File: src/rtl/traffic_ctrl_param.sv
// Three-phase traffic light controller with countdown display and dot-matrix scan.
// Optional pedestrian shortening of green is compiled in with `define PED_BUTTON_EN.
module traffic_ctrl_param #(
  parameter int TICK_DIV = 25000000,
  parameter int SCAN_DIV = 2500,
  parameter int GREEN_T  = 15,
  parameter int YELLOW_T = 5,
  parameter int RED_T    = 10,
  parameter int PED_T    = 3
) (
  input  logic       clock,
  input  logic       reset,
  input  logic       ped_req,
  output logic [2:0] light,
  output logic       ped_wait,
  output logic [7:0] dot_row,
  output logic [7:0] dot_col,
  output logic [6:0] seg_tens,
  output logic [6:0] seg_ones
);

  localparam int TW = (TICK_DIV > 1) ? $clog2(TICK_DIV) : 1;
  localparam int SW = (SCAN_DIV > 1) ? $clog2(SCAN_DIV) : 1;

  typedef enum logic [1:0] {PH_GREEN, PH_YELLOW, PH_RED} phase_e;

  logic [TW-1:0] tick_cnt_q;
  logic [SW-1:0] scan_cnt_q;
  logic [2:0]    row_idx_q;
  phase_e        phase_q, phase_d;
  logic [6:0]    remain_q, remain_d;
  logic [2:0]    light_q;
  logic [7:0]    dot_row_q, dot_col_q;
  logic          sec_tick, scan_wrap;
`ifdef PED_BUTTON_EN
  logic          ped_pend_q;
`endif

  function automatic logic [6:0] seg7(input logic [6:0] d);
    case (d)
      7'd0: seg7 = 7'h40;
      7'd1: seg7 = 7'h79;
      7'd2: seg7 = 7'h24;
      7'd3: seg7 = 7'h30;
      7'd4: seg7 = 7'h19;
      7'd5: seg7 = 7'h12;
      7'd6: seg7 = 7'h02;
      7'd7: seg7 = 7'h78;
      7'd8: seg7 = 7'h00;
      7'd9: seg7 = 7'h10;
      default: seg7 = 7'h7F;
    endcase
  endfunction

  function automatic logic [7:0] bitmap(input phase_e ph, input logic [2:0] r);
    logic [63:0] img;
    case (ph)
      PH_GREEN:  img = 64'h0C0C197E98182848;
      PH_YELLOW: img = 64'h00243CBDFF3C3C00;
      PH_RED:    img = 64'h18183C3C5A181824;
      default:   img = 64'h0;
    endcase
    // Row 0 sits in the most significant byte.
    bitmap = img[8*(7-r) +: 8];
  endfunction

  function automatic logic [2:0] light_of(input phase_e ph);
    case (ph)
      PH_YELLOW: light_of = 3'b010;
      PH_RED:    light_of = 3'b100;
      default:   light_of = 3'b001;
    endcase
  endfunction

  assign sec_tick  = (tick_cnt_q == TW'(TICK_DIV - 1));
  assign scan_wrap = (scan_cnt_q == SW'(SCAN_DIV - 1));

  always_comb begin
    phase_d  = phase_q;
    remain_d = remain_q;
    if (sec_tick) begin
      if (remain_q == 7'd1) begin
        case (phase_q)
          PH_GREEN:  begin phase_d = PH_YELLOW; remain_d = 7'(YELLOW_T); end
          PH_YELLOW: begin phase_d = PH_RED;    remain_d = 7'(RED_T);    end
          default:   begin phase_d = PH_GREEN;  remain_d = 7'(GREEN_T);  end
        endcase
      end else begin
`ifdef PED_BUTTON_EN
        if (ped_pend_q && (remain_q > 7'(PED_T)))
          remain_d = 7'(PED_T);
        else
`endif
          remain_d = remain_q - 7'd1;
      end
    end
  end

  always_ff @(posedge clock) begin
    if (!reset) begin
      tick_cnt_q <= '0;
      phase_q    <= PH_GREEN;
      remain_q   <= 7'(GREEN_T);
      light_q    <= 3'b001;
    end else begin
      tick_cnt_q <= sec_tick ? '0 : tick_cnt_q + TW'(1);
      phase_q    <= phase_d;
      remain_q   <= remain_d;
      light_q    <= light_of(phase_d);
    end
  end

  // The bitmap follows the phase held before this edge, so a phase change lands on the next row.
  always_ff @(posedge clock) begin
    if (!reset) begin
      scan_cnt_q <= '0;
      row_idx_q  <= 3'd0;
      dot_row_q  <= 8'hFF;
      dot_col_q  <= 8'h00;
    end else if (scan_wrap) begin
      scan_cnt_q <= '0;
      row_idx_q  <= row_idx_q + 3'd1;
      dot_row_q  <= ~(8'h80 >> row_idx_q);
      dot_col_q  <= bitmap(phase_q, row_idx_q);
    end else begin
      scan_cnt_q <= scan_cnt_q + SW'(1);
    end
  end

`ifdef PED_BUTTON_EN
  // A request is only taken while green and is dropped on the edge that leaves green.
  always_ff @(posedge clock) begin
    if (!reset)
      ped_pend_q <= 1'b0;
    else
      ped_pend_q <= (phase_d == PH_GREEN) &&
                    (ped_pend_q || ((phase_q == PH_GREEN) && ped_req));
  end
  assign ped_wait = ped_pend_q;
`else
  logic unused_ped_req;
  assign unused_ped_req = ped_req;
  assign ped_wait       = 1'b0;
`endif

  assign light    = light_q;
  assign dot_row  = dot_row_q;
  assign dot_col  = dot_col_q;
  assign seg_tens = (remain_q < 7'd10) ? 7'h7F : seg7(remain_q / 7'd10);
  assign seg_ones = seg7(remain_q % 7'd10);

endmodule

File: config.mk
export PLATFORM = sky130hd
export DESIGN_NAME = traffic_ctrl_param
export DESIGN_NICKNAME = d
export VERILOG_FILES = /design/src/rtl/traffic_ctrl_param.sv
export SDC_FILE = /design/constraint.sdc
export NUM_CORES = 1
export LEC_CHECK = 0
export BUFFER_PORTS_ARGS = -buffer_cell sky130_fd_sc_hd__buf_4
export CORE_UTILIZATION = 30
export CTS_BUF_LIST = sky130_fd_sc_hd__clkbuf_8
export CTS_CLUSTER_DIAMETER = 150
export DETAILED_ROUTE_END_ITERATION = 10
export GPL_TIMING_DRIVEN = 0
export PLACE_DENSITY = 0.45
export SLEW_MARGIN = 20
export SYNTH_ARGS = -nofsm -noshare
export SYNTH_HDL_FRONTEND = slang
export SYNTH_SLANG_ARGS = --single-unit
File: constraint.sdc
create_clock -name clock -period 8.15 [get_ports clock]
set_input_delay 0.815 -clock clock [delete_from_list [all_inputs] [get_ports clock]]
set_output_delay 0.815 -clock clock [all_outputs]
set_load 0.03 [all_outputs]
== After elaboration in Yosys (flattened, before gate mapping) ==
Memory sizes are Yosys's and may differ from the RTL's.
Index checks and enable logic that the tools add are counted.

* Add/sub/neg operators: 5
* Div/mod/pow operators: 2
* $lt $le $gt $ge: 1
* Equality and inequality tests: 7
* Shift operators: 2
* Multiplexer cells: 12
* Bitwise gates (word level): 2
* Reduce and logical (&&, ||, !) cells: 5

{| class="wikitable"
|+ Operators by type and width
! cell !! count
|-
| $pmux 61 s3 || 1
|-
| $mux 64 || 2
|-
| $shiftx 64x33->8 || 1
|-
| $mux 7 || 4
|-
| $add 25x1->25 const B || 1
|-
| $eq 25x25->1 const B || 1
|-
| $add 12x1->12 const B || 1
|-
| $eq 12x12->1 const B || 1
|-
| $not 8->8 || 1
|-
| $pmux 4 s2 || 1
|-
| $shr 8x3->8 const A || 1
|-
| $div 7x4->7 const B || 1
|-
| $eq 7x1->1 const B || 1
|-
| $lt 7x4->1 const B || 1
|-
| $mod 7x4->7 const B || 1
|-
| $sub 7x1->7 const B || 1
|-
| $logic_not 3->1 || 2
|-
| $pmux 3 s2 || 1
|-
| $eq 2x1->1 const B || 2
|-
| $eq 2x2->1 const B || 2
|-
| $mux 2 || 2
|-
| $pmux 2 s2 || 1
|-
| $reduce_or 2->1 || 2
|-
| $sub 3x3->4 const A || 1
|-
| other kinds (3) || 3
|}

* Register bits after elaboration: 68
* Memory bits (read-only): 224
* Input bits: 3
* Output and inout bits: 34
* Logic and storage cells: 46
* Memories: 2

{| class="wikitable"
|+ Memory list
! memory !! depth !! width !! read ports !! clocked after memory_dff !! wr ports !! RTL line !! RTL
|-
| (name not given) || 16 || 7 || 1 || 0 || 0 || 40 || <nowiki>case (d)</nowiki>
|-
| (name not given) || 16 || 7 || 1 || 0 || 0 || 40 ||
|}

== Longest topological paths before layout ==
* Depth after elaboration: 6
* Gate-level depth with buffers: 14
* Depth with buffers taken out: 12

== Worst setup path before layout ==
OpenSTA, ideal clock, no wires.

* Path type: flip-flop to output port
* From: register remain_q[3]
* To: output port seg_ones[2]
* Arrival: 3.179 ns
* Slack: 4.156 ns
* Cell stages (with the launch flop): 13
* Path buffers: 1
* Cells stage by stage: dfxtp_1 buf_4 and2b_1 a22oi_1 o21ai_0 nor2_1 ha_1 o221ai_4 xnor2_1 ha_1 o221ai_1 a211o_1 o21ai_0

* Longest elaborated chain between the ends: 3
* Elaborated cells between the ends (all ways): 4
* Those cells by class: div: 1; mux: 1; reduce/logical: 1; memory: 1

{| class="wikitable"
|+ RTL lines
! element !! RTL line !! RTL
|-
| start: declaration || 31 || <nowiki>logic [6:0] remain_q, remain_d;</nowiki>
|-
| start signal: assignment || 103 || <nowiki>remain_q <= 7'(GREEN_T);</nowiki>
|-
| start signal: assignment || 108 || <nowiki>remain_q <= remain_d;</nowiki>
|-
| $mod 7x4->7 * || 150 || <nowiki>assign seg_ones = seg7(remain_q % 7'd10);</nowiki>
|-
| $mem_v2 16x7 or $logic_not 3->1 (tied branches) || -- ||
|-
| $mux 7 * || 40 ||
|-
| end: declaration || 19 || <nowiki>output logic [6:0] seg_ones</nowiki>
|}

Every way passes the cells marked *; elsewhere a longest branch is shown, timed or not.

== Final worst setup path ==
Ends and elaborated chain as after synthesis.

==> reports/results.ini <==
[cts]
cts_sinks = 68
htreeDepth = 3
cts_buffers = 9
max-clock-path-buffers = 2
path_clk_slew_ns = 0.07
cts-root-buf = clkbuf_8
cts_resized = 0
cts_tree = yes
postCtsHoldBufs = 0
post_cts.repair.setup_buffers = 0
insertion_delay_ns = 0.34

[worst_setup_path]
path_max_fanout = 10
critPathRequiredTime_ns = 7.34
reg2reg_depth = 11
cp-start-kind = flop
worstSetupEndpointType = primary output
crit_type = reg -> out
r2r_slack_ns = 5.17
worstPathArrival_ns = 3.86

[drt]
vias = 4107
drc = 0
ant_nets = 0
drtIter0Drc = 235
wl_um = 11480
dr.pass1.iters = 5
routedWlPerCell_um = 14.42
viasPerCell = 5.160

[synth]
synth_cell_types = 81
ys.warnings.count = 0
syn-instance-count = 562
syn_nets = 594
syn_avg_cell_area_um2 = 7.997
postSynth.asyncResetShare_pct = 0
synth_edf_count = 0
ys_seq_elements = 68
ys_seq_area_share_pct = 30.29
netlist_area_um2 = 4494
synth_ff_type = dfxtp_1

[placed_design]
place_inst = 780
io_buffers = 34
post_dp_cell_area_um2 = 4980
gp_congestion = 0.8891
dp_hpwl_um = 8389

[flow_run]
maxCapViolCount = 0

[sta]
setup_viol = 0
hold_viol = 0
slew_violations = 0
relSlewSlack_pct = 36.02
min_period_ns = 4.677
holdWs_ns = 0.4504
max_freq_ghz = 0.2138
fin_crit_sh_pct = 57.38
rsz0062_at_grt = false
worst_pin_slew_ns = 0.9447
fin_skew_ns = 0.006174
fin_setup_tns_ns = 0

[worst_hold_path]
hold_path.class = reg -> reg
worstHoldPathCells = 1

[pwr]
power.total_uw = 584.7
p_per_area_nw_per_um2 = 113.7
peakVddDrop_v = 0.00008240
p_leak_uw = 0.002101

[die]
io_pins = 37
dieArea_um2 = 15470
initial_core_util_pct = 30.81
rows = 44
die_w_um = 124.4
core_area_um2 = 14590
fp.dieH_um = 124.4

[final_layout]
fin_cells = 796
nets = 639
drive_above_1_share_pct = 13.40
area_growth_pct = 14.42
finalInstanceArea_um2 = 5142
antenna_cells = 0

[global_route]
grt.total_usage_pct = 15.07
grt_pass1_vias = 3886
antenna_found_initial = 0
grt_pass1_wl_um = 19210
grt_overflow_total = 0
grt_max_degree = 14

[outcome]
status = finished, final reports clean

==> worst max-delay path: stages (launching register included) <==
cell and delay (ns):
dfxtp_1 0.46, buf_4 0.22, and2b_1 0.26, a22oi_1 0.09
o21ai_0 0.41, nor2_1 0.18, ha_1 0.32, o221ai_4 0.36
xnor2_1 0.20, ha_1 0.20, o221ai_1 0.10, a211o_1 0.32
o21ai_0 0.21, buf_4 0.19
==> routing by layer <==
layer	vias up	share of wire (%)	routed length, um	track usage [%]
li1	2067	-	-	-
met1	1938	48	5557	19.95
met2	81	47	5352	23.69
met3	21	2.9	337	2.878
met4	0	2.0	230	6.591
met5	-	0	0	0
==> power by group <==
group | switching [uW] | internal [uW] | total, uW
Combinational | 8.32 | 4.80 | 13.1
Sequential | 2.23 | 335 | 337
Clock | 121 | 113 | 235
==> per-stage QoR <==
step	setup WS [ns]	util, %
after floorplan	4.156	-
after global routing	3.102	35.25
final	3.473	35.25
after global placement	3.846	34.13
after detailed placement	3.842	34.13
after CTS	3.454	35.25
==> sequential cells by signal (all words and copies together), names as in the netlist <==
signal      count
remain_q        7
phase_q         2
row_idx_q       3
dot_col         8
light           3
scan_cnt_q     12
dot_row         8
tick_cnt_q     25
==> kinds of logic (layout without fill, tap and decap cells) <==
group           count (synthesis)  in the layout  synth area share [%]
mux                             5              5                 1.141
buf+inv                        54            104                 5.234
fa+ha+maj                      30             30                 8.296
other cells                     1              1               0.08344
flops                          68             68                 30.29
compound gates                120            120                 19.77
xor+xnor                       37             37                 7.210
simple gates                  247            247                 27.98
==> path summary, 6_finish.rpt <==
path | start | endpoint
worst max-delay path | remain_q[3] | seg_ones[2]
worst min-delay path | scan_cnt_q[0] | scan_cnt_q[0]
worst max register to register | remain_q[1] | light[0]
worst min register to register | scan_cnt_q[0] | scan_cnt_q[0]
==> final cells by class <==
| cell class | instances | area, um2 |
|---|---|---|
| plain buffers | 36 | 167.7 |
| clock buffers | 10 | 137.6 |
| clock inverters | 6 | 25.02 |
| fillers | 1526 | 9447 |
| inverters | 18 | 67.56 |
| multi-input cells | 440 | 2898 |
| flip-flops and latches | 68 | 1361 |
| well taps | 184 | 230.2 |
| repair buffers | 34 | 255.2 |
==> cell usage in the layout (no fill, tap or decap), types with 3 or more instances in the layout <==
| cell type | count |
|---|---|
| o221ai_1 | 3 |
| o21ai_0 | 38 |
| clkbuf_8 | 10 |
| a21boi_0 | 3 |
| nor2_1 | 63 |
| o311ai_0 | 4 |
| or3_1 | 4 |
| a31oi_1 | 4 |
| xnor2_1 | 16 |
| xor2_1 | 21 |
| a21oi_1 | 17 |
| and3_1 | 18 |
| nor3b_1 | 4 |
| nand4_1 | 3 |
| nor2b_1 | 15 |
| buf_4 | 39 |
| nand2_1 | 56 |
| o211a_1 | 3 |
| nand2b_1 | 6 |
| nand3_1 | 32 |
| buf_2 | 11 |
| ha_1 | 29 |
| a32oi_1 | 4 |
| a22oi_1 | 5 |
| a311oi_1 | 4 |
| mux2i_1 | 4 |
| inv_1 | 20 |
| nor3_1 | 15 |
| dfxtp_1 | 68 |
| and2_1 | 7 |
| clkbuf_1 | 20 |
==> cell usage after synthesis (all sizes together), types with 5 or more instances <==
| cell type | number | area share [%] |
|---|---|---|
| inv | 17 | 1.4 |
| xor2 | 21 | 4.1 |
| nor3 | 15 | 1.7 |
| o311ai | 5 | 0.97 |
| xnor2 | 16 | 3.1 |
| a21boi | 5 | 0.84 |
| a22oi | 6 | 1.3 |
| nand2b | 7 | 1.0 |
| or3 | 5 | 0.81 |
| buf | 16 | 2.1 |
| nand3 | 32 | 3.6 |
| nor2b | 16 | 2.4 |
| o21ai | 40 | 4.7 |
| and2 | 8 | 1.1 |
| ha | 29 | 8.1 |
| a21oi | 18 | 2.3 |
| nand2 | 56 | 4.7 |
| and3 | 18 | 2.5 |
| clkbuf | 20 | 1.7 |
| nor2 | 64 | 5.4 |
| dfxtp | 68 | 30 |
Power figures use the tool's default switching activity.
